[config.mk]
export PLATFORM = sky130hd
export DESIGN_NAME = hazard_tracker
export DESIGN_NICKNAME = d
export VERILOG_FILES = /design/src/rtl/hazard_tracker_pkg.sv /design/src/rtl/hazard_stage_reg.sv /design/src/rtl/hazard_tracker.sv
export SDC_FILE = /design/constraint.sdc
export NUM_CORES = 1
export LEC_CHECK = 0
export BUFFER_PORTS_ARGS = -buffer_cell sky130_fd_sc_hd__clkbuf_2
export CAP_MARGIN = 20
export CORE_MARGIN = 2
export CORE_UTILIZATION = 35
export DETAILED_ROUTE_END_ITERATION = 6
export GPL_TIMING_DRIVEN = 0
export HOLD_SLACK_MARGIN = 0.12
export PLACE_DENSITY = 0.68
export SYNTH_ARGS = -nofsm -noshare
export SYNTH_HDL_FRONTEND = slang
export SYNTH_SLANG_ARGS = --single-unit
[constraint.sdc]
create_clock -name clk -period 1.8 [get_ports clk]
set_input_delay 0.09 -clock clk [delete_from_list [all_inputs] [get_ports clk]]
set_output_delay 0.09 -clock clk [all_outputs]
set_load 0.02 [all_outputs]
[src/rtl/hazard_tracker_pkg.sv]
// -----------------------------------------------------------------------------
// hazard_tracker_pkg
// Shared pipeline definitions for the hazard/forwarding unit:
//   - forwarding select encodings for the D-stage and E-stage muxes
//   - Tuse/Tnew limits and small address/Tnew types
//   - helper functions for Tnew clipping/decrement, stall and forward decisions
// -----------------------------------------------------------------------------
package hazard_tracker_pkg;

    typedef logic [4:0] reg_addr_t;
    typedef logic [1:0] tnew_t;

    // D-stage operand source: register file, E-stage result, M-stage result
    localparam logic [1:0] FWD_D_RF  = 2'd0;
    localparam logic [1:0] FWD_D_E   = 2'd1;
    localparam logic [1:0] FWD_D_M   = 2'd2;

    // E-stage operand source: D/E pipeline register, M-stage result, W-stage result
    localparam logic [1:0] FWD_E_REG = 2'd0;
    localparam logic [1:0] FWD_E_M   = 2'd1;
    localparam logic [1:0] FWD_E_W   = 2'd2;

    localparam logic [2:0] TUSE_NONE = 3'd4;
    localparam tnew_t      TNEW_MAX  = 2'd2;

    // Decoder Tnew is 3 bits wide; anything beyond the pipeline depth is held at the max.
    function automatic tnew_t tnew_clip(input logic [2:0] t);
        if (t > {1'b0, TNEW_MAX}) begin
            return TNEW_MAX;
        end else begin
            return t[1:0];
        end
    endfunction

    // One stage older means one cycle closer to the result; saturates at zero.
    function automatic tnew_t tnew_dec(input tnew_t t);
        if (t == 2'd0) begin
            return 2'd0;
        end else begin
            return t - 2'd1;
        end
    endfunction

    // A reader must wait if a tracked writer of the same register will not have its
    // result ready by the time the reader needs it. $0 is never a dependency.
    function automatic logic need_stall(input reg_addr_t a, input logic [2:0] tuse,
                                        input reg_addr_t a3, input tnew_t tnew);
        return (a != 5'd0) && (a == a3) && (tuse < {1'b0, tnew});
    endfunction

    // D-stage select: the younger writer in E takes precedence over M.
    function automatic logic [1:0] fwd_d_sel(input reg_addr_t a,
                                             input reg_addr_t a3e, input tnew_t tnewe,
                                             input reg_addr_t a3m, input tnew_t tnewm);
        if ((a != 5'd0) && (a == a3e) && (tnewe == 2'd0)) begin
            return FWD_D_E;
        end else if ((a != 5'd0) && (a == a3m) && (tnewm == 2'd0)) begin
            return FWD_D_M;
        end else begin
            return FWD_D_RF;
        end
    endfunction

    // E-stage select: M wins over W; a W writer always has its result ready.
    function automatic logic [1:0] fwd_e_sel(input reg_addr_t a,
                                             input reg_addr_t a3m, input tnew_t tnewm,
                                             input reg_addr_t a3w);
        if ((a != 5'd0) && (a == a3m) && (tnewm == 2'd0)) begin
            return FWD_E_M;
        end else if ((a != 5'd0) && (a == a3w)) begin
            return FWD_E_W;
        end else begin
            return FWD_E_REG;
        end
    endfunction

endpackage

[src/rtl/hazard_stage_reg.sv]
// -----------------------------------------------------------------------------
// hazard_stage_reg
// Holds the destination register and remaining Tnew of the writer in one
// pipeline stage.
//   clk      in  : pipeline clock
//   rst_n    in  : asynchronous active-low reset
//   bubble_i in  : capture an empty slot (no writer) instead of the inputs
//   a3_i     in  : destination register arriving from the previous stage
//   tnew_i   in  : remaining Tnew arriving from the previous stage
//   a3_o     out : destination register held in this stage
//   tnew_o   out : remaining Tnew held in this stage
// DECREMENT selects whether Tnew ages by one cycle on entry to this stage.
// -----------------------------------------------------------------------------
module hazard_stage_reg
    import hazard_tracker_pkg::*;
#(
    parameter bit DECREMENT = 1'b0
) (
    input  logic      clk,
    input  logic      rst_n,
    input  logic      bubble_i,
    input  reg_addr_t a3_i,
    input  tnew_t     tnew_i,
    output reg_addr_t a3_o,
    output tnew_t     tnew_o
);

    reg_addr_t a3_d, a3_q;
    tnew_t     tnew_d, tnew_q;

    // Next-state: bubble clears the slot, otherwise take (and optionally age) the input.
    always_comb begin
        a3_d   = 5'd0;
        tnew_d = 2'd0;
        if (bubble_i) begin
            a3_d   = 5'd0;
            tnew_d = 2'd0;
        end else begin
            a3_d   = a3_i;
            tnew_d = DECREMENT ? tnew_dec(tnew_i) : tnew_i;
        end
    end

    // Stage register.
    always_ff @(posedge clk or negedge rst_n) begin
        if (!rst_n) begin
            a3_q   <= 5'd0;
            tnew_q <= 2'd0;
        end else begin
            a3_q   <= a3_d;
            tnew_q <= tnew_d;
        end
    end

    assign a3_o   = a3_q;
    assign tnew_o = tnew_q;

endmodule

[src/rtl/hazard_tracker.sv]
// -----------------------------------------------------------------------------
// hazard_tracker
// Hazard detection and forwarding control for a 5-stage pipeline, driven by the
// D-stage decoder's Tuse/Tnew codes. Tracks in-flight writers in E, M and W.
//   clk       in  : pipeline clock
//   reset     in  : asynchronous active-low reset
//   A1D/A2D   in  : rs/rt of the instruction in D
//   TuseRs/Rt in  : cycles until rs/rt is needed (4 = unused)
//   A3D/RFWED in  : destination and write enable of the instruction in D
//   TnewE     in  : cycles after entering E until its result exists
//   cnt_clr   in  : synchronous clear of the stall counter
//   stall     out : freeze PC and F/D, bubble into E (combinational)
//   FwdRsD/RtD out: D-stage operand selects (0 RF, 1 E, 2 M)
//   FwdRsE/RtE out: E-stage operand selects (0 D/E reg, 1 M, 2 W)
//   stall_cnt out : saturating count of stall cycles
// -----------------------------------------------------------------------------
module hazard_tracker
    import hazard_tracker_pkg::*;
#(
    parameter int CNT_W = 16
) (
    input  logic             clk,
    input  logic             reset,
    input  logic [4:0]       A1D,
    input  logic [4:0]       A2D,
    input  logic [2:0]       TuseRs,
    input  logic [2:0]       TuseRt,
    input  logic [4:0]       A3D,
    input  logic             RFWED,
    input  logic [2:0]       TnewE,
    input  logic             cnt_clr,
    output logic             stall,
    output logic [1:0]       FwdRsD,
    output logic [1:0]       FwdRtD,
    output logic [1:0]       FwdRsE,
    output logic [1:0]       FwdRtE,
    output logic [CNT_W-1:0] stall_cnt
);

    reg_addr_t  a3e_s, a3m_s, a3d_wr_s;
    tnew_t      tnewe_s, tnewm_s;
    reg_addr_t  a1e_d, a1e_q, a2e_d, a2e_q;
    reg_addr_t  a3w_d, a3w_q;
    logic       stall_rs_s, stall_rt_s, stall_s;
    logic [CNT_W-1:0] cnt_d, cnt_q;

    // Non-writing instructions enter E as a writer of $0, which matches nothing.
    assign a3d_wr_s = RFWED ? A3D : 5'd0;

    hazard_stage_reg #(.DECREMENT(1'b0)) u_stage_e (
        .clk      (clk),
        .rst_n    (reset),
        .bubble_i (stall_s),
        .a3_i     (a3d_wr_s),
        .tnew_i   (tnew_clip(TnewE)),
        .a3_o     (a3e_s),
        .tnew_o   (tnewe_s)
    );

    hazard_stage_reg #(.DECREMENT(1'b1)) u_stage_m (
        .clk      (clk),
        .rst_n    (reset),
        .bubble_i (1'b0),
        .a3_i     (a3e_s),
        .tnew_i   (tnewe_s),
        .a3_o     (a3m_s),
        .tnew_o   (tnewm_s)
    );

    // Hazard detection against the E and M writers; W results reach D via the RF bypass.
    always_comb begin
        stall_rs_s = need_stall(A1D, TuseRs, a3e_s, tnewe_s) |
                     need_stall(A1D, TuseRs, a3m_s, tnewm_s);
        stall_rt_s = need_stall(A2D, TuseRt, a3e_s, tnewe_s) |
                     need_stall(A2D, TuseRt, a3m_s, tnewm_s);
        stall_s    = stall_rs_s | stall_rt_s;
    end

    // Next-state for E source addresses and W destination; a stall inserts a bubble.
    always_comb begin
        a1e_d = 5'd0;
        a2e_d = 5'd0;
        a3w_d = a3m_s;
        if (stall_s) begin
            a1e_d = 5'd0;
            a2e_d = 5'd0;
        end else begin
            a1e_d = A1D;
            a2e_d = A2D;
        end
    end

    // E source addresses and W destination registers.
    always_ff @(posedge clk or negedge reset) begin
        if (!reset) begin
            a1e_q <= 5'd0;
            a2e_q <= 5'd0;
            a3w_q <= 5'd0;
        end else begin
            a1e_q <= a1e_d;
            a2e_q <= a2e_d;
            a3w_q <= a3w_d;
        end
    end

    // Stall counter next-state: clear wins, otherwise saturating increment.
    always_comb begin
        cnt_d = cnt_q;
        if (cnt_clr) begin
            cnt_d = {CNT_W{1'b0}};
        end else if (stall_s && (cnt_q != {CNT_W{1'b1}})) begin
            cnt_d = cnt_q + {{(CNT_W-1){1'b0}}, 1'b1};
        end else begin
            cnt_d = cnt_q;
        end
    end

    // Stall counter register.
    always_ff @(posedge clk or negedge reset) begin
        if (!reset) begin
            cnt_q <= {CNT_W{1'b0}};
        end else begin
            cnt_q <= cnt_d;
        end
    end

    assign stall     = stall_s;
    assign FwdRsD    = fwd_d_sel(A1D, a3e_s, tnewe_s, a3m_s, tnewm_s);
    assign FwdRtD    = fwd_d_sel(A2D, a3e_s, tnewe_s, a3m_s, tnewm_s);
    assign FwdRsE    = fwd_e_sel(a1e_q, a3m_s, tnewm_s, a3w_q);
    assign FwdRtE    = fwd_e_sel(a2e_q, a3m_s, tnewm_s, a3w_q);
    assign stall_cnt = cnt_q;

endmodule

==> results summary <==
In the layout the commonest cells are 45 x sky130_fd_sc_hd__clkbuf_2, 37 x sky130_fd_sc_hd__dfrtp_1, 20 x sky130_fd_sc_hd__dlygate4sd3_1. The summed area of non-filler cells in the final layout is 3631 sq um. The die is 87.67 um wide. The area growth from synthesis to final layout is 48.21%. The count of routing violations after the opening detailed-route iteration is 49.

The critical path launch point is u_stage_m.a3_o[3]. The leakage power of the design is 1.631 nW. The routed wirelength normalized by instance count is 15.21 um. The library cell used most frequently in the layout, excluding fill and tap cells, is sky130_fd_sc_hd__clkbuf_2. The fraction of final layout cells sized beyond drive strength 1 is 41.26%. The endpoint of the worst-slack reg-to-reg timing path is stall_cnt[7]. The maximum frequency from static timing analysis is 488.7 MHz. The minimum setup slack among reg-to-reg paths came out at -0.19 ns. The post-placement cell area is 2873 sq um. The final routed DRC violation total is 0. The number of nets in the final layout came out at 381. The number of clock sinks seen by CTS is 45. After Yosys synthesis, XOR and XNOR cells account for 12.87% of the synthesized area. The checks that failed: setup timing. The final clock skew is 0.006573 ns. The total power per unit cell area is 642.5 nW/um^2. Port buffering added 52 buffers. Once layout is complete, the utilization of the core stands at 53.44%. The height of the die came out at 87.67 um. The number of CTS-inserted buffers came out at 5. The final cycle utilization of the critical path is 113.7%.

The last weighted congestion value of the routability-driven placer came out at 0.9416. The proportion of synthesized chip area in sequential cells came out at 45.97%. The min-delay analysis places its worst path in the category primary input to flop. The placed wire-length estimate after detailed placement came out at 4409 um. Including well taps, the total number of placed cells is 396. The most numerous cell type found on the critical path is sky130_fd_sc_hd__buf_4. The count of final setup violators is 28. The fraction of the mapped netlist area in simple logic gates came out at 25.13%.

The deepest clock path buffer count is 2. The initial core utilization came out at 36.06%. On the final layout, the worst hold slack is 0.1325 ns. Prior to clock tree synthesis, the placed netlist has a worst setup slack of -0.3067 ns. Using the TritonRoute via totals, the vias-per-cell ratio works out to 5.034.

STA puts the critical path data required time at 1.71 ns. The worst vdd rail ir drop came out at 0.3045 mV. The critical path in this run is classified as flop to output pin.

The multiplexer area fraction after synthesis is 1.788%. The largest family of logic cells by synthesized area is simple AND/OR/NAND/NOR gates. The count of cells in the finished layout, fillers not included, comes to 445.

The number of different library cells used by synthesis comes to 31. Total power for the finished layout comes to 2.333 mW. The via count of the first global-routing pass came to 2297.

Counting cells, the worst reg-to-reg path comes to 8. The most critical setup path has its endpoint at FwdRsD[1]. Across the run, the number of max-cap violations was 0. The category of cells accounting for the largest share of critical-path delay is simple AND/OR/NAND/NOR gates.

The total detailed-routing wirelength is 6770 um. The smallest setup slack after layout came out at -0.2462 ns. The transition time at the pin with the least slew margin is 0.5970 ns.

The number of top-level pins came out at 53. The post-layout minimum cycle time came out at 2.046 ns. The adder-cell share of the synthesized area is 2.554%.

After clock tree synthesis, the clock-pin slew on the worst setup and hold paths is 0.08 ns. The synthesized netlist devotes 7.763% of its cell area to compound gates. The wire length of the first global-routing pass is 10700 um. The CTS tree is built.

The count of antenna diodes in the layout came out at 0. The number of antenna violations at the first check in global routing came to 0. The count of H-tree levels built during CTS is 2. Entering global routing, the biggest net connects 46 pins. The max-slew violation total from the final report came to 0.

The post-route setup TNS came out at -3.487 ns. The count of state elements after synthesis came out at 45. Counting both buffers and inverters, the worst setup path holds a total of 4. The source of the worst register-to-register timing path is u_stage_e.a3_o[3]. The post-synthesis cell count came out at 248. The delay of the slowest critical-path stage came out at 0.39 ns. The floorplan step defined a core boundary enclosing 6794 sq um. Data on the critical path arrives at its endpoint at 1.96 ns. The fill cell instance count of the final layout came out at 594. The synthesized area per cell came out at 9.878 sq um. Walking the worst path, the cells encountered are buf_6, xor2_2, nor3_2, buf_4, buf_4, nand2_2, nor4_4, buf_4.

The post-synth net total is 281. The vias after detailed routing came out at 2240. The largest fanout on the critical path is 3. On the critical path, the stage with the largest delay is an instance of sky130_fd_sc_hd__dfrtp_1. CTS placed an instance of sky130_fd_sc_hd__clkbuf_8 at the clock tree root.

The remaining global-route overflow is 0. The synthesized netlist occupies a cell area of 2450 sq um. The run finished, with violations left. Setup repair after global routing could not meet its margin everywhere. The first-pass iteration count of the detailed router came out at 5. The count of endpoints failing hold in the final timing report is 0. The global-route total usage across every layer came out at 17.96%. The placement row count is 30. STA classifies the critical path endpoint as an output pin. The worst pin sits at a relative slew slack of 60.20%. The cell count along the critical path came out at 8.

For the worst-skew pair, the clock arrives at the later sink with an insertion delay of 0.30 ns. The category of the worst setup path launch point is a flop. The count of warnings emitted by yosys came out at 0. The number of nets with antenna violations after detailed routing came out at 0. The die covers 7685 sq um.
## report_power, final
part	total (mW)	internal (mW)	switching (mW)	leakage (nW)
Combinational	0.433	0.222	0.211	1.00
Clock	0.792	0.451	0.340	0.0574
Sequential	1.11	1.05	0.0549	0.574
Total	2.33	1.73	0.606	1.63
## cell families after synthesis
family | Yosys count
and+or+nand+nor | 108
DFF | 45
xor gates and xnor gates | 36
AOI/OAI and AO/OA | 35
buffers and inverters | 15
adders and majority gates | 5
muxes | 4
## flip-flops by register name (all words and copies together) (netlist names)
signal,cells
a1e_q,5
a2e_q,5
a3w_q,5
stall_cnt,16
u_stage_e.a3_o,5
u_stage_e.tnew_o,2
u_stage_m.a3_o,5
u_stage_m.tnew_o,2
## what timing repair did
item,in CTS,in global routing
pin swaps,16,20
endpoints found under the setup margin,37,40
hold buffers,19,1
gates resized for setup,23,58
buffers inserted,13,8
gates cloned,1,0
endpoints found under the hold margin,61,1
## final cells by class
class / instances / area, sq um / share of cell area, %
clock inverter: 2 / 37.54 / 1.034
multi-input combinational: 188 / 1469 / 40.45
sequential: 45 / 1136 / 31.29
timing repair buffer: 94 / 691.9 / 19.06
tap: 96 / 120.1 / 3.308
buffer: 8 / 68.82 / 1.895
clock buffer: 6 / 82.58 / 2.274
inverter: 6 / 25.02 / 0.6892
## cell usage after synthesis
cell,count,area (sq um)
sky130_fd_sc_hd__mux2i_1,1,10.01
sky130_fd_sc_hd__ha_1,5,62.56
sky130_fd_sc_hd__buf_2,2,10.01
sky130_fd_sc_hd__a211oi_1,1,7.510
sky130_fd_sc_hd__xor2_1,22,192.7
sky130_fd_sc_hd__or3_1,12,75.07
sky130_fd_sc_hd__nor3_1,12,60.06
sky130_fd_sc_hd__nand4_1,12,75.07
sky130_fd_sc_hd__o21ba_1,1,10.01
sky130_fd_sc_hd__nand3_1,6,30.03
sky130_fd_sc_hd__inv_2,1,3.750
sky130_fd_sc_hd__nor3b_1,1,7.510
sky130_fd_sc_hd__clkbuf_1,2,7.510
sky130_fd_sc_hd__and2_1,9,56.30
sky130_fd_sc_hd__nand2b_1,4,25.02
sky130_fd_sc_hd__and4_1,3,26.28
sky130_fd_sc_hd__nor4_1,7,43.79
sky130_fd_sc_hd__dfrtp_1,45,1126
sky130_fd_sc_hd__nand2_1,8,30.03
sky130_fd_sc_hd__a211oi_2,1,12.51
sky130_fd_sc_hd__mux2_1,3,33.78
sky130_fd_sc_hd__nor2b_1,4,25.02
sky130_fd_sc_hd__o21ai_0,14,70.07
sky130_fd_sc_hd__nor2_1,14,52.55
sky130_fd_sc_hd__xnor2_1,14,122.6
sky130_fd_sc_hd__inv_1,5,18.77
sky130_fd_sc_hd__and3_1,14,87.58
sky130_fd_sc_hd__or4_4,1,11.26
sky130_fd_sc_hd__buf_6,5,56.30
sky130_fd_sc_hd__and4b_1,1,10.01
sky130_fd_sc_hd__a21oi_1,18,90.09
## how the worst min path moves through the flow
stage,from,endpoint,slack (ns),depth (start not counted)
after global routing,A1D[4],a1e_q[4],0.13,2
final,A1D[4],a1e_q[4],0.13,2
after floorplan,reset,a1e_q[0],-0.21,0
after global placement,TnewE[1],u_stage_e.tnew_o[1],0.33,3
after detailed placement,TnewE[0],u_stage_e.tnew_o[0],0.33,2
after CTS,A2D[0],a2e_q[0],0.12,3
## layer usage
| metal | global-route usage (%) | up-vias | part of all wire, % |
|---|---|---|---|
| li1 | - | 1076 | - |
| met1 | 20.65 | 1087 | 40 |
| met2 | 33.06 | 63 | 53 |
| met3 | 3.582 | 14 | 4.5 |
| met4 | 6.154 | 0 | 1.9 |
| met5 | 0 | - | 0 |
## worst register-to-register path, delay by kind of cell (launching register included)
kind	cells	cell delay (ns)
compound gates	1	0.14
buf+inv	2	0.26
simple gates	4	0.90
flops	1	0.43
xor+xnor	1	0.18
Power figures use the tool's default switching activity.
